<file path="src/rtl/seq_det_event_counter.sv">
// seq_det_event_counter
//
// Windowed event counter placed directly after an overlapping "111" sequence
// detector. While enabled it samples the detector bit on every clock, adds up
// events over a window of WINDOW samples, and at each window end offers the
// saturated count to a consumer through a valid/ready handshake. A window
// result that cannot be handed over because the previous report is still
// pending is dropped and flagged on the sticky ovf output.
//
// Build option:
//   SEQ_DET_EDGE_COUNT_EN  defined   -> count rising edges of det_in
//                                       (one event per run of 1s)
//                          undefined -> count every cycle with det_in = 1
//
// Parameters:
//   WINDOW  sampled cycles per window (>= 2)
//   CNT_W   width of the accumulator and of the reported count
//
// Ports:
//   clk        clock, rising edge
//   rst        asynchronous reset, active low
//   en         run enable (1 = counting, 0 = idle)
//   det_in     detector output bit
//   cnt_out    count of the last completed window, stable while cnt_valid = 1
//   cnt_valid  report available
//   cnt_ready  consumer accepts the report
//   sat        reported count saturated (qualified by cnt_valid)
//   ovf        sticky, a window result was dropped

module seq_det_event_counter #(
   parameter int WINDOW = 16,
   parameter int CNT_W  = 8
) (
   input  logic             clk,
   input  logic             rst,
   input  logic             en,
   input  logic             det_in,
   output logic [CNT_W-1:0] cnt_out,
   output logic             cnt_valid,
   input  logic             cnt_ready,
   output logic             sat,
   output logic             ovf
);

   localparam int WIN_W = (WINDOW > 2) ? $clog2(WINDOW) : 1;
   localparam logic [WIN_W-1:0] WIN_LAST = WIN_W'(WINDOW - 1);
   localparam logic [CNT_W-1:0] ACC_MAX  = '1;

   localparam logic [0:0] ST_IDLE = 1'b0;
   localparam logic [0:0] ST_RUN  = 1'b1;

   logic [0:0]       state_q, state_d;
   logic [WIN_W-1:0] win_cnt_q, win_cnt_d;
   logic [CNT_W-1:0] acc_q, acc_d;
   logic             acc_sat_q, acc_sat_d;
   logic [CNT_W-1:0] cnt_out_q, cnt_out_d;
   logic             cnt_valid_q, cnt_valid_d;
   logic             sat_q, sat_d;
   logic             ovf_q, ovf_d;

   logic             event_term;
   logic [CNT_W-1:0] acc_sum;
   logic             sum_sat;
   logic             win_end;
   logic             handoff;

`ifdef SEQ_DET_EDGE_COUNT_EN
   logic prev_q, prev_d;

   // Edge mode: an event is a 0->1 transition of the detector output, so a
   // sustained run of detections counts once. prev is cleared on entry to
   // RUN, which makes a 1 on the very first sample count as an event.
   always_comb begin
      event_term = det_in & ~prev_q;
      prev_d     = prev_q;
      if (state_q == ST_IDLE) begin
         prev_d = 1'b0;
      end else if (en) begin
         prev_d = det_in;
      end else begin
         prev_d = 1'b0;
      end
   end

   always_ff @(posedge clk or negedge rst) begin
      if (!rst) begin
         prev_q <= 1'b0;
      end else begin
         prev_q <= prev_d;
      end
   end
`else
   // Level mode: every sampled cycle with det_in high is an event, so
   // overlapping detections count once per cycle.
   always_comb begin
      event_term = det_in;
   end
`endif

   // Saturating accumulate. acc_sat remembers that some addition in the
   // current window was clamped, so the reported sat bit reflects the whole
   // window rather than only its last sample.
   always_comb begin
      if (acc_q == ACC_MAX) begin
         acc_sum = acc_q;
         sum_sat = acc_sat_q | event_term;
      end else begin
         acc_sum = acc_q + {{(CNT_W-1){1'b0}}, event_term};
         sum_sat = acc_sat_q;
      end
      win_end = (state_q == ST_RUN) && en && (win_cnt_q == WIN_LAST);
      handoff = cnt_valid_q & cnt_ready;
   end

   // Run/idle control and window bookkeeping. The entry edge into RUN does
   // not sample det_in; every following enabled edge is one sample. At the
   // window end the accumulator restarts at zero on the same edge so the next
   // window follows without a gap. Dropping en discards the partial window.
   always_comb begin
      state_d   = state_q;
      win_cnt_d = win_cnt_q;
      acc_d     = acc_q;
      acc_sat_d = acc_sat_q;
      case (state_q)
         ST_IDLE: begin
            if (en) begin
               state_d   = ST_RUN;
               win_cnt_d = '0;
               acc_d     = '0;
               acc_sat_d = 1'b0;
            end
         end
         ST_RUN: begin
            if (!en) begin
               state_d   = ST_IDLE;
               win_cnt_d = '0;
               acc_d     = '0;
               acc_sat_d = 1'b0;
            end else if (win_end) begin
               win_cnt_d = '0;
               acc_d     = '0;
               acc_sat_d = 1'b0;
            end else begin
               win_cnt_d = win_cnt_q + WIN_W'(1);
               acc_d     = acc_sum;
               acc_sat_d = sum_sat;
            end
         end
         default: begin
            state_d   = ST_IDLE;
            win_cnt_d = '0;
            acc_d     = '0;
            acc_sat_d = 1'b0;
         end
      endcase
   end

   // Output slot. A transfer empties the slot; a window end fills it when it
   // is empty or being emptied on this same edge, otherwise the new result
   // is lost and ovf latches. cnt_out is left untouched by a transfer.
   always_comb begin
      cnt_out_d   = cnt_out_q;
      cnt_valid_d = cnt_valid_q;
      sat_d       = sat_q;
      ovf_d       = ovf_q;
      if (handoff) begin
         cnt_valid_d = 1'b0;
         sat_d       = 1'b0;
      end
      if (win_end) begin
         if (!cnt_valid_q || handoff) begin
            cnt_out_d   = acc_sum;
            sat_d       = sum_sat;
            cnt_valid_d = 1'b1;
         end else begin
            ovf_d = 1'b1;
         end
      end
   end

   // All state, asynchronously cleared by the active-low reset.
   always_ff @(posedge clk or negedge rst) begin
      if (!rst) begin
         state_q     <= ST_IDLE;
         win_cnt_q   <= '0;
         acc_q       <= '0;
         acc_sat_q   <= 1'b0;
         cnt_out_q   <= '0;
         cnt_valid_q <= 1'b0;
         sat_q       <= 1'b0;
         ovf_q       <= 1'b0;
      end else begin
         state_q     <= state_d;
         win_cnt_q   <= win_cnt_d;
         acc_q       <= acc_d;
         acc_sat_q   <= acc_sat_d;
         cnt_out_q   <= cnt_out_d;
         cnt_valid_q <= cnt_valid_d;
         sat_q       <= sat_d;
         ovf_q       <= ovf_d;
      end
   end

   assign cnt_out   = cnt_out_q;
   assign cnt_valid = cnt_valid_q;
   assign sat       = sat_q;
   assign ovf       = ovf_q;

endmodule

</file>
<file path="config.mk">
export PLATFORM = sky130hd
export DESIGN_NAME = seq_det_event_counter
export DESIGN_NICKNAME = d
export VERILOG_FILES = /design/src/rtl/seq_det_event_counter.sv
export SDC_FILE = /design/constraint.sdc
export NUM_CORES = 1
export LEC_CHECK = 0
export ABC_AREA = 1
export CORE_MARGIN = 4
export CORE_UTILIZATION = 44
export DETAILED_ROUTE_END_ITERATION = 6
export PLACE_DENSITY = 0.7
export SLEW_MARGIN = 20
export SYNTH_ARGS = -nofsm -noshare
export SYNTH_HDL_FRONTEND = slang
export SYNTH_SLANG_ARGS = --single-unit
export TNS_END_PERCENT = 1
</file>
<file path="constraint.sdc">
create_clock -name clk -period 3.7 [get_ports clk]
set_clock_uncertainty 0.1 [all_clocks]
set_input_delay 0.74 -clock clk [delete_from_list [all_inputs] [get_ports clk]]
set_output_delay 0.74 -clock clk [all_outputs]
set_load 0.05 [all_outputs]
</file>
==> impl_metrics.env, run 1 <==
export IMPL_outcome="completed"
export IMPL_met3WireLength_microns=89
export IMPL_clk_pin_slew_ns=0.14
export IMPL_dr_pass1_iters=4
export IMPL_clockRootBuffer="clkbuf_4"
export IMPL_highest_layer="met4"
export IMPL_clock_sinks=25
export IMPL_setup_slack_ns=1.339
export IMPL_critPathRequiredTime_ns=2.86
export IMPL_worst_path_max_delay_cell="clkdlybuf4s50_1"
export IMPL_startpoint_type="register"
export IMPL_grt_first_pass_wirelength_mm=4.319
export IMPL_overflow=0
export IMPL_peakVddDrop_mv=0.2449
export IMPL_antenna_found_initial=0
export IMPL_synth_top_cell_area_share_pct=50.40
export IMPL_hpwl_mm=1.874
export IMPL_syn_inst=160
export IMPL_grt_pass1_vias=994
export IMPL_endpoint_kind="output port"
export IMPL_die_h_microns=61.11
export IMPL_synthTopCellsByArea="dfrtp_1, nand2_1, nand3_1"
export IMPL_layout_commonest_cell="nand2_1"
export IMPL_cts_tree="built"
export IMPL_cp_max_fo=3
export IMPL_tightest_slew_ns=0.4974
export IMPL_cts_buffers=3
export IMPL_vias=1041
export IMPL_rsz0062_at_grt="no"
export IMPL_port_buffers=15
export IMPL_min_from="cnt_out[2]"
export IMPL_clk_path_buf_depth=2
export IMPL_drt_total_wl_mm=2.504
export IMPL_ctsHtreeMaxLevel=1
export IMPL_cp_startpoint="cnt_valid"
export IMPL_finalPower_mw=0.4303
export IMPL_final_core_util_pct=56.52
export IMPL_slew_headroom_pct=66.74
export IMPL_route_met2_wl_mm=1.266
export IMPL_drive_gt1_share_pct=7.778
export IMPL_track_usage_pct=15.48
export IMPL_fin_crit_ns=2.361
export IMPL_critPathMaxStageDelay_ns=0.81
export IMPL_netlist_area_sq_mm=0.001241
export IMPL_ioPinCount=16
export IMPL_r2r_start="win_cnt_q[0]"
export IMPL_synth_seq_cells=25
export IMPL_cp_num_buf_inv=1
export IMPL_post_synth_top_area_cell="dfrtp_1"
export IMPL_finalHoldViolations=0
export IMPL_yosysUniqueCellTypes=20
export IMPL_drt_iter0_markers=28
export IMPL_m1WireLength_mm=1.124
export IMPL_synth_edf_count=0
export IMPL_drc=0
export IMPL_setup_viol=0
export IMPL_finalSetupTns_ns=0
export IMPL_place_ws_ns=1.451
export IMPL_post_cts_buffers=0
export IMPL_cts_hold_buf=0
export IMPL_final_nets=189
export IMPL_timing_fmax_ghz=0.4236
export IMPL_initial_core_util_pct=47.92
export IMPL_maxCapViolCount=0
export IMPL_finalCritPeriodShare_pct=63.81
export IMPL_antenna_left=0
export IMPL_dp_cells=206
export IMPL_ys_seq_area_share_pct=50.40
export IMPL_grt_max_degree=26
export IMPL_seqCellArea_sq_um=625.6
export IMPL_syn_avg_cell_area_sq_um=7.757
export IMPL_synth_fp_nets=168
export IMPL_rows=18
export IMPL_gp_congestion=0.8297
export IMPL_yosysWarningCount=0
export IMPL_clk_latency_ns=0.32
export IMPL_avgRoutedWirePerCell_microns=11.92
export IMPL_hold_path_class="register to register"
export IMPL_async_reset_ff_share_pct=100.0
export IMPL_path_cells="clkdlybuf4s50_1"
export IMPL_n_antenna_cell=0
export IMPL_layout_common_cells="nand2_1, dfrtp_1, inv_1"
export IMPL_drt_vias_per_instance=4.957
export IMPL_ys_flop_type="dfrtp_1"
export IMPL_core_area_sq_mm=0.002590
export IMPL_slew_viol_final=0
export IMPL_crit_type="register to output port"
export IMPL_layout_cells_non_filler=210
export IMPL_fill_cells=248
export IMPL_cp_top_family="buffers and inverters"
export IMPL_p_leak_nw=0.7269
export IMPL_arrival_ns=1.52
export IMPL_die_w_microns=61.11
export IMPL_area_growth_pct=17.94
export IMPL_p_per_area_mw_per_mm2=294.0
export IMPL_ctsResizeCount=0
export IMPL_dieArea_sq_mm=0.003734
export IMPL_multiInputGateArea_sq_um=543.0
[cell families after synthesis]
kind of cell               after synthesis  share of synthesized area [%]
AOI/OAI and AO/OA                       12                          5.544
DFF                                     25                          50.40
adders and majority gates                3                          3.025
and+or+nand+nor                        100                          33.77
xor gates and xnor gates                 2                          1.412
buffers and inverters                   18                          5.847
[where the power goes]
part           internal, mW  leakage (nW)  switching [mW]
sequential            0.277         0.345         0.00389
clock                0.0405        0.0177          0.0821
combinational       0.00986         0.364          0.0170
[routing by layer]
metal	up-vias	track usage, %
met5	-	0
met4	0	3.715
met3	5	4.403
met2	14	27.49
met1	486	18.38
li1	536	-
[flip-flops by register name, indices dropped and copies added, names as in the netlist]
signal     cells
acc_sat_q      1
state_q        1
cnt_out        8
ovf            1
cnt_valid      1
acc_q          8
sat            1
win_cnt_q      4
[cells in the mapped netlist (2+ instances only)]
cell type and n:
xnor2_1 2, nand2_1 73, nor2_2 4, dfrtp_1 25, ha_1 3, nand3_1 13
o21ai_0 7, nand2_2 2, inv_1 16, nor2_1 5
[through the flow]
stage | hold slack (ns) | cell area (sq um)
final | 0.3916 | 1464
after global placement | 0.3607 | 1436
after floorplan | 0.3444 | 1241
after global routing | 0.4262 | 1464
after CTS | 0.3991 | 1464
after detailed placement | 0.3654 | 1436
[layout make-up]
type,instances,area share (%)
sequential,25,42.74
clock buffer,3,1.538
inverter,18,4.957
clock inverter,1,0.3419
timing repair buffer,16,10.77
multi-input combinational,117,37.09
tap,30,2.564
[path summary, 6_finish.rpt]
path	end	depth (start not counted)	slack [ns]
min in group asynchronous	acc_q[0]	2	0.66
worst min-delay path	cnt_out[2]	2	0.39
worst min register to register	cnt_out[2]	2	0.39
max in group asynchronous	acc_q[2]	2	2.59
worst max-delay path	cnt_valid	1	1.34
worst max register to register	acc_q[2]	6	2.20
Power figures use the tool's default switching activity.
==> run 2, diff against run 1 <==
==> constraint.sdc (replaced) <==
create_clock -name clk -period 2.3 [get_ports clk]
set_clock_uncertainty 0.1 [all_clocks]
set_input_delay 0.46 -clock clk [delete_from_list [all_inputs] [get_ports clk]]
set_output_delay 0.46 -clock clk [all_outputs]
set_load 0.05 [all_outputs]
==> run 2 against run 1 <==
Effect of this change: critical path depth did not move; global-route usage barely moved; critical endpoint unchanged; hold slack got worse by 0.019 ns; clock-buffer cell count did not move; register-to-register slack got worse by 1.4 ns.
==> impl_metrics.env, run 2 (synthesized netlist as in run 1, its figures left out) <==
export IMPL_outcome="completed"
export IMPL_die_h_microns=61.11
export IMPL_tightest_slew_ns=0.5041
export IMPL_avgRoutedWirePerCell_microns=11.60
export IMPL_cp_top_family="buffers and inverters"
export IMPL_setup_slack_ns=0.2072
export IMPL_gp_congestion=0.8265
export IMPL_die_w_microns=61.11
export IMPL_multiInputGateArea_sq_um=543.0
export IMPL_ctsResizeCount=0
export IMPL_endpoint_kind="output port"
export IMPL_drc=0
export IMPL_critPathMaxStageDelay_ns=0.81
export IMPL_cp_num_buf_inv=1
export IMPL_cts_tree="built"
export IMPL_clockRootBuffer="clkbuf_4"
export IMPL_slew_viol_final=0
export IMPL_vias=1041
export IMPL_layout_commonest_cell="nand2_1"
export IMPL_area_growth_pct=17.94
export IMPL_path_cells="clkdlybuf4s50_1"
export IMPL_clk_latency_ns=0.33
export IMPL_route_met2_wl_mm=1.201
export IMPL_ctsHtreeMaxLevel=1
export IMPL_final_nets=189
export IMPL_place_area_sq_mm=0.001436
export IMPL_track_usage_pct=15.48
export IMPL_setup_viol=0
export IMPL_finalHoldViolations=0
export IMPL_maxCapViolCount=0
export IMPL_crit_type="register to output port"
export IMPL_arrival_ns=1.53
export IMPL_peakVddDrop_mv=0.3633
export IMPL_initial_core_util_pct=47.92
export IMPL_fill_cells=242
export IMPL_clock_sinks=25
export IMPL_grt_max_degree=26
export IMPL_highest_layer="met4"
export IMPL_antenna_left=0
export IMPL_antenna_found_initial=0
export IMPL_clk_pin_slew_ns=0.13
export IMPL_hpwl_mm=1.836
export IMPL_cts_buffers=3
export IMPL_finalSetupTns_ns=0
export IMPL_p_per_area_mw_per_mm2=474.5
export IMPL_port_buffers=15
export IMPL_timing_fmax_ghz=0.4778
export IMPL_clk_path_buf_depth=2
export IMPL_fin_crit_ns=2.093
export IMPL_overflow=0
export IMPL_grt_first_pass_wirelength_mm=4.250
export IMPL_met3WireLength_microns=108
export IMPL_cts_hold_buf=0
export IMPL_grt_pass1_vias=1020
export IMPL_p_leak_nw=0.7269
export IMPL_dieArea_sq_mm=0.003734
export IMPL_m1WireLength_mm=1.073
export IMPL_critPathRequiredTime_ns=1.74
export IMPL_slew_headroom_pct=66.29
export IMPL_hold_path_class="input pin to asynchronous set/reset pin"
export IMPL_worst_path_max_delay_cell="clkdlybuf4s50_1"
export IMPL_startpoint_type="register"
export IMPL_cp_max_fo=3
export IMPL_n_antenna_cell=0
export IMPL_finalCritPeriodShare_pct=90.99
export IMPL_rsz0062_at_grt="no"
export IMPL_core_area_sq_mm=0.002590
export IMPL_ioPinCount=16
export IMPL_layout_common_cells="nand2_1, dfrtp_1, inv_1"
export IMPL_place_ws_ns=0.3380
export IMPL_drt_vias_per_instance=4.957
export IMPL_final_area_sq_mm=0.001464
export IMPL_rows=18
export IMPL_drt_iter0_markers=30
export IMPL_dr_pass1_iters=4
export IMPL_seqCellArea_sq_um=625.6
export IMPL_post_cts_buffers=0
export IMPL_drive_gt1_share_pct=7.778
export IMPL_drt_total_wl_mm=2.436
[run 2: layout make-up]
cell class | count | share of cell area (%)
flip-flops and latches | 25 | 42.74
multi-input cells | 117 | 37.09
inverters | 18 | 4.957
clock inverters | 1 | 0.3419
well taps | 30 | 2.564
repair buffers | 16 | 10.77
clock buffers | 3 | 1.538
[run 2: power by group]
part | switching, mW | internal (mW) | total, mW | leakage (nW)
clock | 0.135 | 0.0654 | 0.200 | 0.0177
sequential | 0.00620 | 0.445 | 0.452 | 0.345
combinational | 0.0271 | 0.0158 | 0.0429 | 0.364
total | 0.168 | 0.527 | 0.695 | 0.727
[run 2: final timing paths]
kind	from	end	slack (ns)	cells past startpoint
max in group asynchronous	rst	acc_q[2]	1.49	2
setup reg to reg	win_cnt_q[0]	acc_q[3]	0.83	6
hold reg to reg	cnt_out[2]	cnt_out[2]	0.39	2
setup / recovery	cnt_valid	cnt_valid	0.21	1
hold / removal	rst	acc_q[0]	0.37	2
min in group clk	cnt_out[2]	cnt_out[2]	0.39	2
[run 2: per-layer routing]
| layer | track usage (%) | up-vias |
|---|---|---|
| met1 | 17.59 | 468 |
| li1 | - | 539 |
| met5 | 0 | - |
| met2 | 25.68 | 28 |
| met4 | 8.978 | 0 |
| met3 | 4.612 | 6 |
[run 2: through the flow]
stage               hold WS (ns)  util [%]  instances  total power [mW]
floorplan                0.06441         -        160            0.4789
global placement          0.3608     55.46        206            0.5032
detailed placement        0.3654     55.46        206            0.5046
CTS                       0.3782     56.52        210            0.7093
global route              0.3721     56.52        210            0.7320
finish                    0.3729     56.52        210            0.6947
[run 2: worst register-to-register path: stages (launching register included)]
cell	delay, ns
dfrtp_1	0.44
ha_1	0.24
nand3_1	0.12
nand2_1	0.12
inv_1	0.24
nand2_1	0.08
o21ai_0	0.07
==> run 3, diff against run 2 <==
==> constraint.sdc (replaced) <==
create_clock -name clk -period 2.44 [get_ports clk]
set_clock_uncertainty 0.1 [all_clocks]
set_input_delay 0.488 -clock clk [delete_from_list [all_inputs] [get_ports clk]]
set_output_delay 0.488 -clock clk [all_outputs]
set_load 0.05 [all_outputs]
==> results of run 3 <==
The final DEF is identical to that of run 2. Status: completed.
Main changes from that run: setup slack after placement 0.3380 ns -> 0.4500 ns; setup slack after layout 0.2072 ns -> 0.3192 ns; hold slack 0.3729 ns -> 0.3922 ns; register-to-register setup slack 0.83 ns -> 0.97 ns; total power 0.6947 mW -> 0.6548 mW; worst IR drop on VDD 0.3633 mV -> 0.3424 mV
